$ cat src/rtl/mdu_pkg.sv
// Shared definitions for the HI/LO multiply/divide unit: request opcodes,
// controller states and the default datapath width.
package mdu_pkg;

    localparam int unsigned MDU_XLEN = 32;

    typedef enum logic [2:0] {
        OP_MULT  = 3'd0,
        OP_MULTU = 3'd1,
        OP_DIV   = 3'd2,
        OP_DIVU  = 3'd3,
        OP_MTHI  = 3'd4,
        OP_MTLO  = 3'd5,
        OP_MFHI  = 3'd6,
        OP_MFLO  = 3'd7
    } mdu_op_e;

    typedef enum logic [1:0] {
        IDLE = 2'd0,
        CALC = 2'd1,
        FIX  = 2'd2
    } mdu_state_e;

endpackage

$ cat src/rtl/mdu_iter_core.sv
// Iterative one-bit-per-cycle multiply/divide datapath. Operates on operand
// magnitudes and presents sign-corrected HI/LO combinationally once the last
// iteration has completed. o_fin flags the edge on which the last iteration runs.
module mdu_iter_core
    import mdu_pkg::*;
#(
    parameter int unsigned XLEN = MDU_XLEN,
    parameter int unsigned ITER = XLEN
) (
    input  logic            clk,
    input  logic            rst_n,
    input  logic            i_start,
    input  logic            i_is_div,
    input  logic            i_is_signed,
    input  logic [XLEN-1:0] i_a,
    input  logic [XLEN-1:0] i_b,
    output logic [XLEN-1:0] o_hi,
    output logic [XLEN-1:0] o_lo,
    output logic            o_fin
);

    localparam int unsigned     CW   = $clog2(ITER + 1);
    localparam logic [CW-1:0]   LAST = CW'(ITER - 1);

    logic                r_run;
    logic [CW-1:0]       r_cnt;
    logic                r_div;
    logic                r_bzero;
    logic                r_neg_q;
    logic                r_neg_r;
    logic [XLEN-1:0]     r_a;
    logic [XLEN-1:0]     r_m;       // multiplicand (mul) or divisor magnitude (div)
    logic [XLEN-1:0]     r_q;       // dividend shifting out / quotient shifting in
    logic [XLEN-1:0]     r_rem;     // partial remainder, always below the divisor
    logic [2*XLEN-1:0]   r_acc;     // product accumulator, multiplier in low half

    logic [XLEN-1:0]     w_abs_a;
    logic [XLEN-1:0]     w_abs_b;
    logic [XLEN:0]       w_sum;
    logic [XLEN:0]       w_shift;
    logic                w_ge;
    logic [2*XLEN-1:0]   w_prod;

    assign w_abs_a = (i_is_signed && i_a[XLEN-1]) ? -i_a : i_a;
    assign w_abs_b = (i_is_signed && i_b[XLEN-1]) ? -i_b : i_b;

    assign w_sum   = {1'b0, r_acc[2*XLEN-1:XLEN]} + (r_acc[0] ? {1'b0, r_m} : '0);
    assign w_shift = {r_rem, r_q[XLEN-1]};
    assign w_ge    = (w_shift >= {1'b0, r_m});
    assign o_fin   = r_run && (r_cnt == LAST);

    // Load magnitudes on start, then run one shift-add and one restoring step per edge
    always_ff @(posedge clk or negedge rst_n) begin
        if (!rst_n) begin
            r_run   <= 1'b0;
            r_cnt   <= '0;
            r_div   <= 1'b0;
            r_bzero <= 1'b0;
            r_neg_q <= 1'b0;
            r_neg_r <= 1'b0;
            r_a     <= '0;
            r_m     <= '0;
            r_q     <= '0;
            r_rem   <= '0;
            r_acc   <= '0;
        end else if (i_start) begin
            r_run   <= 1'b1;
            r_cnt   <= '0;
            r_div   <= i_is_div;
            r_bzero <= (i_b == '0);
            r_neg_q <= i_is_signed && (i_a[XLEN-1] ^ i_b[XLEN-1]);
            r_neg_r <= i_is_signed && i_a[XLEN-1];
            r_a     <= i_a;
            r_m     <= i_is_div ? w_abs_b : w_abs_a;
            r_q     <= w_abs_a;
            r_rem   <= '0;
            r_acc   <= {{XLEN{1'b0}}, w_abs_b};
        end else if (r_run) begin
            // Both engines advance every step; the mode bit selects which result is used
            r_acc <= {w_sum, r_acc[XLEN-1:1]};
            if (w_ge) begin
                r_rem <= XLEN'(w_shift - {1'b0, r_m});
                r_q   <= {r_q[XLEN-2:0], 1'b1};
            end else begin
                r_rem <= w_shift[XLEN-1:0];
                r_q   <= {r_q[XLEN-2:0], 1'b0};
            end
            r_cnt <= r_cnt + CW'(1);
            if (r_cnt == LAST) begin
                r_run <= 1'b0;
            end
        end
    end

    assign w_prod = r_neg_q ? -r_acc : r_acc;

    // Sign correction of the finished magnitudes; divide-by-zero bypasses it
    always_comb begin
        o_hi = w_prod[2*XLEN-1:XLEN];
        o_lo = w_prod[XLEN-1:0];
        if (r_div) begin
            if (r_bzero) begin
                o_hi = r_a;
                o_lo = '1;
            end else begin
                o_hi = r_neg_r ? -r_rem : r_rem;
                o_lo = r_neg_q ? -r_q : r_q;
            end
        end
    end

endmodule

$ cat src/rtl/mdu_seq_ctrl.sv
// HI/LO unit controller: valid/ready request handshake, architectural HI/LO
// registers, MTHI/MTLO/MFHI/MFLO paths and sequencing of the iterative core.
module mdu_seq_ctrl
    import mdu_pkg::*;
#(
    parameter int unsigned XLEN = MDU_XLEN,
    parameter int unsigned ITER = XLEN
) (
    input  logic            clk,
    input  logic            rst_n,
    input  logic            op_valid,
    input  logic [2:0]      op_code,
    input  logic [XLEN-1:0] rs_data,
    input  logic [XLEN-1:0] rt_data,
    output logic            op_ready,
    output logic [XLEN-1:0] rd_data,
    output logic            rd_valid,
    output logic            busy,
    output logic            done,
    output logic [XLEN-1:0] hi_q,
    output logic [XLEN-1:0] lo_q
);

    mdu_state_e      r_state;
    logic            r_op_ready;
    logic            r_busy;
    logic            r_done;
    logic            r_rd_valid;
    logic [XLEN-1:0] r_rd_data;
    logic [XLEN-1:0] r_hi;
    logic [XLEN-1:0] r_lo;

    mdu_op_e         w_op;
    logic            w_accept;
    logic            w_start;
    logic [XLEN-1:0] w_core_hi;
    logic [XLEN-1:0] w_core_lo;
    logic            w_core_fin;

    assign w_op     = mdu_op_e'(op_code);
    assign w_accept = op_valid && r_op_ready;
    assign w_start  = w_accept && !op_code[2];

    mdu_iter_core #(
        .XLEN (XLEN),
        .ITER (ITER)
    ) u_core (
        .clk         (clk),
        .rst_n       (rst_n),
        .i_start     (w_start),
        .i_is_div    (op_code[1]),
        .i_is_signed (!op_code[0]),
        .i_a         (rs_data),
        .i_b         (rt_data),
        .o_hi        (w_core_hi),
        .o_lo        (w_core_lo),
        .o_fin       (w_core_fin)
    );

    // Request FSM with registered handshake, status and HI/LO outputs
    always_ff @(posedge clk or negedge rst_n) begin
        if (!rst_n) begin
            r_state    <= IDLE;
            r_op_ready <= 1'b1;
            r_busy     <= 1'b0;
            r_done     <= 1'b0;
            r_rd_valid <= 1'b0;
            r_rd_data  <= '0;
            r_hi       <= '0;
            r_lo       <= '0;
        end else begin
            r_done     <= 1'b0;
            r_rd_valid <= 1'b0;
            case (r_state)
                IDLE: begin
                    if (w_accept) begin
                        case (w_op)
                            OP_MTHI: r_hi <= rs_data;
                            OP_MTLO: r_lo <= rs_data;
                            OP_MFHI: begin
                                r_rd_data  <= r_hi;
                                r_rd_valid <= 1'b1;
                            end
                            OP_MFLO: begin
                                r_rd_data  <= r_lo;
                                r_rd_valid <= 1'b1;
                            end
                            default: begin
                                r_state    <= CALC;
                                r_busy     <= 1'b1;
                                r_op_ready <= 1'b0;
                            end
                        endcase
                    end
                end
                CALC: begin
                    if (w_core_fin) begin
                        r_state <= FIX;
                    end
                end
                FIX: begin
                    r_hi       <= w_core_hi;
                    r_lo       <= w_core_lo;
                    r_done     <= 1'b1;
                    r_busy     <= 1'b0;
                    r_op_ready <= 1'b1;
                    r_state    <= IDLE;
                end
                default: begin
                    r_state    <= IDLE;
                    r_busy     <= 1'b0;
                    r_op_ready <= 1'b1;
                end
            endcase
        end
    end

    assign op_ready = r_op_ready;
    assign busy     = r_busy;
    assign done     = r_done;
    assign rd_valid = r_rd_valid;
    assign rd_data  = r_rd_data;
    assign hi_q     = r_hi;
    assign lo_q     = r_lo;

endmodule
$ cat config.mk
export PLATFORM = sky130hd
export DESIGN_NAME = mdu_seq_ctrl
export DESIGN_NICKNAME = d
export VERILOG_FILES = /design/src/rtl/mdu_pkg.sv /design/src/rtl/mdu_iter_core.sv /design/src/rtl/mdu_seq_ctrl.sv
export SDC_FILE = /design/constraint.sdc
export NUM_CORES = 1
export LEC_CHECK = 0
export ABC_AREA = 0
export ABC_CLOCK_PERIOD_IN_PS = 4370
export CORE_MARGIN = 3
export CORE_UTILIZATION = 32
export DETAILED_ROUTE_END_ITERATION = 16
export PLACE_DENSITY_LB_ADDON = 0.25
export SLEW_MARGIN = 30
export SYNTH_ARGS = -nofsm -noshare
export SYNTH_HDL_FRONTEND = slang
export SYNTH_SLANG_ARGS = --single-unit
$ cat constraint.sdc
create_clock -name clk -period 4.37 [get_ports clk]
set_clock_uncertainty 0.1 [all_clocks]
set_input_delay 0.437 -clock clk [delete_from_list [all_inputs] [get_ports clk]]
set_output_delay 0.437 -clock clk [all_outputs]
set_load 0.03 [all_outputs]
==> results of run 1 <==
==> path summary, 6_finish.rpt <==
| kind | cells past startpoint | startpoint | end | slack, ps |
|---|---|---|---|---|
| setup reg to reg | 14 | u_core.r_m[0] | u_core.r_rem[28] | 550 |
| hold / removal | 2 | rd_data[12] | rd_data[12] | 370 |
| min in group asynchronous | 2 | rst_n | r_state[1] | 430 |
| hold reg to reg | 2 | rd_data[12] | rd_data[12] | 370 |
| setup / recovery | 14 | u_core.r_m[0] | u_core.r_rem[28] | 550 |
| max in group asynchronous | 3 | rst_n | u_core.r_bzero | 2860 |
==> cell families after synthesis <==
logic type / count (synthesis) / synth area share, %
flops: 305 / 35.4
buf+inv: 240 / 4.19
fa+ha+maj: 72 / 4.25
mux: 164 / 7.71
simple gates: 764 / 16.7
xor+xnor: 238 / 9.66
compound gates: 769 / 22.1
==> synth_stat cells (all sizes together) (5+ instances only) <==
| cell | number |
|---|---|
| a211oi | 65 |
| a21o | 33 |
| a21oi | 198 |
| a221oi | 11 |
| a31oi | 10 |
| and2 | 7 |
| and3 | 6 |
| buf | 21 |
| clkbuf | 149 |
| dfrtp | 304 |
| ha | 70 |
| inv | 69 |
| mux2 | 18 |
| mux2i | 146 |
| nand2 | 306 |
| nand2b | 31 |
| nand3 | 26 |
| nand3b | 7 |
| nand4 | 17 |
| nor2 | 180 |
| nor2b | 47 |
| nor3 | 35 |
| nor3b | 8 |
| nor4 | 21 |
| o211a | 5 |
| o211ai | 33 |
| o21a | 7 |
| o21ai | 255 |
| o21bai | 14 |
| o221ai | 40 |
| o22ai | 12 |
| o31ai | 35 |
| o41ai | 23 |
| or2 | 11 |
| or3 | 24 |
| or4 | 23 |
| xnor2 | 144 |
| xor2 | 94 |
==> through the flow <==
step | total power, mW | setup WS, ps | cells
CTS | 6.48 | 576 | 3544
global route | 6.62 | 384 | 3544
detailed placement | 3.29 | 400 | 3477
floorplan | 3.00 | 825 | 2552
finish | 6.45 | 548 | 3544
global placement | 3.29 | 392 | 3477
==> state kept, by name, indices dropped and copies added (netlist names), 2 cells and up <==
name / cells
u_core.r_acc: 64
hi_q: 32
lo_q: 32
rd_data: 32
u_core.r_a: 32
u_core.r_m: 32
u_core.r_q: 32
u_core.r_rem: 32
u_core.r_cnt: 6
r_state: 2
==> what timing repair did <==
| item | CTS | global route |
|---|---|---|
| setup buffers | 0 | 0 |
| hold endpoints to repair | 92 | 0 |
| hold buffers | 1 | 0 |
==> where the power goes <==
group / internal (mW) / leakage, nW / switching, mW
clock: 1.90 / 0.595 / 1.31
combinational: 0.131 / 6.08 / 0.289
sequential: 2.82 / 3.61 / 0
==> cell type report <==
| cell class | count | area [um2] |
|---|---|---|
| clock buffers | 53 | 1040 |
| repair buffers | 232 | 2280 |
| flip-flops and latches | 305 | 7640 |
| clock inverters | 13 | 183 |
| well taps | 864 | 1080 |
| inverters | 70 | 263 |
| fillers | 6680 | 40600 |
| multi-input cells | 2007 | 13100 |
==> tightest hold or removal path, stage by stage (launching register included) <==
cell and delay, ps:
dfrtp_1 340, nand2_1 40, o21ai_0 60
==> per-layer routing <==
metal	vias to the layer above	track usage [%]	part of all wire, %
met5	-	0	0.0094
met4	2	7.26	3.1
met3	120	2.92	7.3
met2	864	36.6	44
met1	10000	33.8	45
li1	9342	-	-
==> results.yml, run 1 <==
synthesis:
  ys_warn_count: 0
  ys_seq_area_share_pct: 35.4
  ys_ff_latch: 305
  syn_inst: 2552
  async_reset_ff_share_pct: 100
  avgSynthCellArea_um2: 8.45
  synth.net_count: 2694
  synth-main-ff-cell: "dfrtp_1"
  synth_edf_count: 0
  synth_area_leaders: "dfrtp_1 (35%), mux2i_1 (6.8%), xnor2_1 (5.8%), o21ai_0 (5.8%), nand2_1 (5.3%)"
  ys_types: 74
  yosys.area.top_type: "dfrtp_1"
  yosys.area.top_type_share_pct: 35.3
  synth_area_mm2: 0.0216
route:
  dr.pass1.iters: 5
  ant_nets: 0
  drt-total-wl_mm: 85.2
  wl_per_cell_um: 24.0
  avgViaCountPerCell: 5.74
  post-route-drc-count: 0
  drtIter0Drc: 2042
  via_count: 20300
sta:
  final-hold-violation-count: 0
  period_needed_ps: 3820
  setup_tns_ps: 0
  maxSlewViolCount: 0
  max-slew-margin-rel_pct: 40.0
  post-route-period-util_pct: 87.5
  max_freq_mhz: 262
  setup_violations: 0
  worst_pin_slew_ps: 900
  hold_ws_ps: 374
  grt_setup_unrepaired: "false"
floorplanning:
  rows: 94
  initial_core_util_pct: 32.6
  die_area_mm2: 0.0706
  ios: 170
  die-width_um: 266
  fp.coreArea_mm2: 0.0662
  die_y_um: 266
clock_network:
  insertion_delay_ps: 560
  clk_path_buf_depth: 3
  cts_resized: 0
  path_clk_slew_ps: 60
  clockRootBuffer: "clkbuf_16"
  numClockSinks: 305
  cts.htree.levels: 2
  numCtsBuffers: 38
  cts_tree: "yes"
final_layout:
  num_antenna_cells: 0
  mostFrequentLayoutCell: "nand2_1"
  area_delta_synth_final_pct: 18.5
  final_core_util_pct: 38.6
  drive_gt1_share_pct: 6.46
  fin_area_mm2: 0.0256
  final_nets: 2796
  final_cell_mix: "nand2_1 (306), dfrtp_1 (300), o21ai_0 (251), a21oi_1 (198), nor2_1 (180)"
grt:
  grt_pass1_wl_mm: 126
  antenna_found_initial: 1
  grt_max_degree: 112
  grt_usage_pct: 23.4
  first_global_vias: 19300
  grt-ovfl-total: 0
flow_run:
  drv_cap: 0
worst_setup_path:
  critPathKind: "register to register"
  startpoint_type: "register"
  cp_top_family: "compound AO/OA/AOI/OAI gates"
  critPathBufInv: 2
  arrival_ps: 4140
  path_common_cell: "o21ai_0"
  critPathCaptureType: "register"
  cp_max_fo: 4
  crit_slowest_cell: "a2111oi_1"
  worstPathRequired_ps: 4690
  crit_chain: "ha_1 -> inv_1 -> fa_1 -> a211oi_1 -> o21ai_0 -> a211o_1 -> a21oi_1 -> o21ba_2 -> o21ai_0 -> a2111oi_1 -> buf_4 -> nor2b_1 -> o311ai_0 -> nand2_1"
  cpPeakStageDelay_ps: 450
place:
  gp_congestion: 0.945
  hpwl_mm: 65.2
  portBuffers: 169
  postPlaceCellArea_mm2: 0.0243
power_and_ir_drop:
  power.density_mw_per_mm2: 252
  vdd_drop_max_mv: 0.195
  leakagePower_nw: 10.3
hold_path:
  hold_path_class: "register to register"
status:
  status: "finished clean"
(Power assumes the default switching activity.)
==> inputs of run 2 (changes only) <==
--- a/config.mk
+++ b/config.mk
@@ -8,7 +8,7 @@
 export ABC_AREA = 0
 export ABC_CLOCK_PERIOD_IN_PS = 4370
 export CORE_MARGIN = 3
-export CORE_UTILIZATION = 32
+export CORE_UTILIZATION = 55
 export DETAILED_ROUTE_END_ITERATION = 16
 export PLACE_DENSITY_LB_ADDON = 0.25
 export SLEW_MARGIN = 30
==> run 2 against run 1 <==
Against the previous run:
- sequential cell count stayed put
- combinational power is 6.4% lower
- critical path type unchanged
- worst setup slack worse by 76 ps
- clock-buffer cell count is 3 lower
- core utilization is 27 points higher
- non-clock buffer count is 8 lower
- final cell count is 10% lower
- sequential power hardly changed
- cell area is 2.0% lower
- sequential share of layout area is 0.62 points higher
==> results.yml, run 2 (synthesis gave the netlist of run 1 again) <==
sta:
  max_freq_mhz: 257
  final-hold-violation-count: 0
  worst_pin_slew_ps: 959
  hold_ws_ps: 292
  max-slew-margin-rel_pct: 35.9
  setup_tns_ps: 0
  post-route-period-util_pct: 89.2
  period_needed_ps: 3900
  setup_violations: 0
  grt_setup_unrepaired: "false"
  maxSlewViolCount: 0
  setup_slack_ps: 472
clock_network:
  numClockSinks: 305
  numCtsBuffers: 35
  clockRootBuffer: "clkbuf_16"
  post-cts-setup-buffers: 0
  cts.htree.levels: 2
  cts_tree: "yes"
  insertion_delay_ps: 540
  clk_path_buf_depth: 3
  path_clk_slew_ps: 60
power_and_ir_drop:
  p_seq_share_pct: 44.9
  p_int_mw: 4.78
  power.density_mw_per_mm2: 251
  vdd_drop_max_mv: 0.216
  leakagePower_nw: 10.2
  switching_share_pct: 24.0
  clkPwrFrac_pct: 48.9
  comb_power_share_pct: 6.2
  switching_power_mw: 1.51
status:
  status: "finished clean"
route:
  dr.pass1.iters: 7
  drtIter0Drc: 3030
  top_layer: "met5"
  wl_per_cell_um: 24.2
  ant_nets: 0
  drt-total-wl_mm: 76.8
  via_count: 21200
  wl_met3_mm: 9.00
  avgViaCountPerCell: 6.65
  post-route-drc-count: 0
  wl_met1_mm: 31.7
  route.met2.wl_mm: 32.6
worst_setup_path:
  arrival_ps: 4220
  cpPeakStageDelay_ps: 440
  cp_max_fo: 27
  critPathBufInv: 2
  critPathKind: "register to register"
  crit_chain: "inv_1 -> buf_4 -> nor2_1 -> ha_1 -> a21o_1 -> a21oi_1 -> nor3_1 -> nor2_1 -> a31oi_1 -> or3_1 -> a21oi_1 -> o21a_1 -> and3b_1 -> nor3_1"
  worstPathRequired_ps: 4690
  critPathCaptureType: "register"
  startpoint_type: "register"
  crit_slowest_cell: "dfrtp_1"
  cp_top_family: "simple AND/OR/NAND/NOR gates"
grt:
  grt_pass1_wl_mm: 117
  grt_max_degree: 111
  grt-ovfl-total: 0
  first_global_vias: 19600
  grt_usage_pct: 36.1
  antenna_found_initial: 4
place:
  gp_congestion: 1.04
  portBuffers: 169
  postPlaceCellArea_mm2: 0.0238
  place_inst: 3114
  hpwl_mm: 57.3
  dp_slack_ps: 425
final_layout:
  largest-register: "u_core.r_acc"
  fin_area_mm2: 0.0250
  final_cell_mix: "nand2_1 (306), dfrtp_1 (300), o21ai_0 (251), a21oi_1 (198), nor2_1 (180)"
  drive_gt1_share_pct: 6.29
  final_nets: 2785
  final_cells: 3181
  largest_reg_flops: 64
  area_delta_synth_final_pct: 16.1
  mostFrequentLayoutCell: "nand2_1"
floorplanning:
  die_y_um: 204
  rows: 71
  initial_core_util_pct: 56.5
  ios: 170
  die_area_mm2: 0.0416
  fp.coreArea_mm2: 0.0382
  die-width_um: 204
hold_path:
  hold_path_class: "input pin to async pin"
flow_run:
  drv_cap: 0
## run 2: worst paths after layout
path                               endpoint  cells after the start             from  slack, ps
hold / removal                  rd_data[16]                      2            rst_n        290
min in group clk             u_core.r_a[12]                      2   u_core.r_a[12]        380
setup / recovery           u_core.r_acc[61]                     14  u_core.r_acc[0]        470
hold reg to reg              u_core.r_a[12]                      2   u_core.r_a[12]        380
setup reg to reg           u_core.r_acc[61]                     14  u_core.r_acc[0]        470
max in group asynchronous   u_core.r_acc[5]                      4            rst_n       2710
## run 2: timing repair
action,4_1_cts,5_1_grt
endpoints found under the setup margin,0,0
gates resized for setup,0,0
hold buffers,1,0
endpoints found under the hold margin,104,0
## run 2: final cells by class
| type | count | area [um2] |
|---|---|---|
| flip-flops and latches | 305 | 7640 |
| repair buffers | 224 | 2220 |
| clock inverters | 13 | 163 |
| well taps | 511 | 639 |
| inverters | 70 | 263 |
| multi-input cells | 2007 | 13100 |
| fillers | 3101 | 13200 |
| clock buffers | 50 | 1030 |
| diodes | 1 | 2.50 |
## run 2: metrics by stage
stage,total power [mW],util (%)
after floorplan,3.00,-
after detailed placement,3.25,62.3
after global routing,6.44,65.6
after CTS,6.28,65.4
final,6.29,65.6
after global placement,3.25,62.3
## run 2: power by group through the flow
stage	registers [mW]	logic [mW]	clock network [mW]
floorplan	2.88	0.126	0
global placement	2.88	0.373	0
detailed placement	2.88	0.375	0
CTS	2.82	0.378	3.08
global route	2.82	0.413	3.20
finish	2.82	0.393	3.07
## run 2: layer usage
layer | vias up | global-route usage [%]
met2 | 1355 | 53.7
met5 | - | 0
li1 | 9337 | -
met4 | 8 | 14.0
met3 | 247 | 7.49
met1 | 10200 | 52.0
==> inputs of run 3 (changes only) <==
--- a/config.mk
+++ b/config.mk
@@ -7,6 +7,7 @@
 export LEC_CHECK = 0
 export ABC_AREA = 0
 export ABC_CLOCK_PERIOD_IN_PS = 4370
+export CORE_ASPECT_RATIO = 0.7
 export CORE_MARGIN = 3
 export CORE_UTILIZATION = 55
 export DETAILED_ROUTE_END_ITERATION = 16
==> run 3 against run 2 <==
Against the previous run:
- sequential share of layout area is 0.068 points lower
- fmax decreased by 1.9%
- sequential cell count stayed put
- register-to-register slack got worse by 70 ps
- core utilization decreased by 0.50 points
- cell area increased by 0.24%
- critical path depth grew 1
- combinational power grew 2%
- first-iteration DRC count shrank 7.4%
- routed wire length grew 6.5%
- largest power group unchanged
- highest routed layer unchanged
==> results.yml, run 3 (synthesis gave the netlist of run 1 again) <==
status:
  status: "finished clean"
clock_network:
  path_clk_slew_ps: 70
  post-cts-setup-buffers: 0
  cts_tree: "yes"
  clk_path_buf_depth: 3
  cts.htree.levels: 2
  insertion_delay_ps: 540
  numClockSinks: 305
  numCtsBuffers: 34
  clockRootBuffer: "clkbuf_16"
floorplanning:
  ios: 170
  die_area_mm2: 0.0417
  rows: 60
  initial_core_util_pct: 55.9
  fp.coreArea_mm2: 0.0386
  die-width_um: 243
  die_y_um: 172
sta:
  hold_ws_ps: 377
  setup_violations: 0
  setup_slack_ps: 398
  max-slew-margin-rel_pct: 37.4
  grt_setup_unrepaired: "false"
  worst_pin_slew_ps: 929
  maxSlewViolCount: 0
  post-route-period-util_pct: 90.9
  final-hold-violation-count: 0
  period_needed_ps: 3970
  setup_tns_ps: 0
  max_freq_mhz: 252
grt:
  grt_pass1_wl_mm: 121
  antenna_found_initial: 0
  first_global_vias: 19100
  grt-ovfl-total: 0
  grt_max_degree: 130
  grt_usage_pct: 38.1
hold_path:
  worstHoldPathCells: 2
  hold_path_class: "register to register"
route:
  dr.pass1.iters: 6
  wl_per_cell_um: 25.5
  drt-total-wl_mm: 81.8
  via_count: 21300
  avgViaCountPerCell: 6.63
  drtIter0Drc: 2806
  post-route-drc-count: 0
  ant_nets: 0
final_layout:
  final_nets: 2794
  largest_reg_flops: 64
  drive_gt1_share_pct: 6.72
  final_core_util_pct: 65.1
  num_antenna_cells: 0
  largest-register: "u_core.r_acc"
  mostFrequentLayoutCell: "nand2_1"
  final_cell_mix: "nand2_1 (305), dfrtp_1 (299), o21ai_0 (251), a21oi_1 (198), nor2_1 (180)"
  final_cells: 3205
  area_delta_synth_final_pct: 16.4
worst_setup_path:
  worst_r2r_path_depth: 15
  arrival_ps: 4290
  crit_path_start: "u_core.r_q[31]"
  critPathCaptureType: "register"
  r2r_start: "u_core.r_q[31]"
  worstPathRequired_ps: 4680
  r2r-end: "u_core.r_rem[28]"
  critPathKind: "register to register"
  reg2reg_slack_ps: 400
  startpoint_type: "register"
  cp_max_fo: 4
  cp-endpoint: "u_core.r_rem[28]"
flow_run:
  drv_cap: 0
place:
  gp_congestion: 1.02
  hpwl_mm: 61.0
  dp_slack_ps: 493
  place_inst: 3142
  portBuffers: 169
power_and_ir_drop:
  leakagePower_nw: 10.3
  power.density_mw_per_mm2: 255
  vdd_drop_max_mv: 0.233
-- run 3: changes by cell type in the layout (fill, tap and decap cells not counted), sizes merged --
cell | before | now
clkinv | 7 | 9
diode | 1 | 0
inv | 70 | 69
bufinv | 3 | 4
clkinvlp | 3 | 1
clkbuf | 50 | 49
buf | 56 | 66
-- run 3: timing repair --
item | in CTS | in global routing
resized for setup | 0 | 0
endpoints found under the hold margin | 89 | 0
hold buffers | 1 | 0
-- run 3: routing by layer --
metal | GRT usage [%] | share of wire (%) | routed length, um | vias to the layer above
li1 | - | - | - | 9366
met1 | 56.3 | 43 | 35000 | 10300
met2 | 51.7 | 39 | 31900 | 1375
met3 | 12.9 | 14 | 11800 | 183
met4 | 12.0 | 3.5 | 2900 | 4
met5 | 4.19 | 0.25 | 205 | -
-- run 3: where the power goes --
group / internal (mW) / total [mW] / switching (mW)
logic: 0.128 / 0.401 / 0.273
clock network: 1.90 / 3.18 / 1.28
registers: 2.82 / 2.82 / 0
total: 4.85 / 6.40 / 1.55
-- run 3: worst min path at each step --
stage	from	to	slack, ps
floorplan	rst_n	busy	40
global placement	u_core.r_a[19]	u_core.r_a[19]	350
detailed placement	u_core.r_a[24]	u_core.r_a[24]	360
CTS	u_core.r_a[28]	u_core.r_a[28]	380
global route	u_core.r_a[13]	u_core.r_a[13]	400
finish	u_core.r_a[0]	u_core.r_a[0]	380
-- run 3: final cells by class --
cell class              count  area [um2]
clock buffers              49        1040
clock inverters            13         168
fillers                  3276       13500
inverters                  70         263
multi-input cells        2007       13100
flip-flops and latches    305        7640
well taps                 527         659
repair buffers            234        2250
-- run 3: stage by stage --
| stage | cell area, um2 | power [mW] |
|---|---|---|
| 3_5_place_dp | 23900 | 3.26 |
| 6_report | 25100 | 6.40 |
| 4_1_cts | 25100 | 6.39 |
| 3_3_place_gp | 23900 | 3.26 |
| 2_1_floorplan | 21600 | 3.00 |
| 5_1_grt | 25100 | 6.55 |
-- run 3: worst max-delay path: stages, from the launching register on --
cell       delay [ps]
dfrtp_1           420
inv_1              80
ha_1              170
inv_1              60
fa_1              420
a211oi_1          280
o21ai_0           190
a211o_1           290
a21oi_1           330
o21ba_2           200
o21ai_0           190
a2111oi_1         450
buf_4             230
nor2b_1            50
o311ai_0          300
nand2_1            90
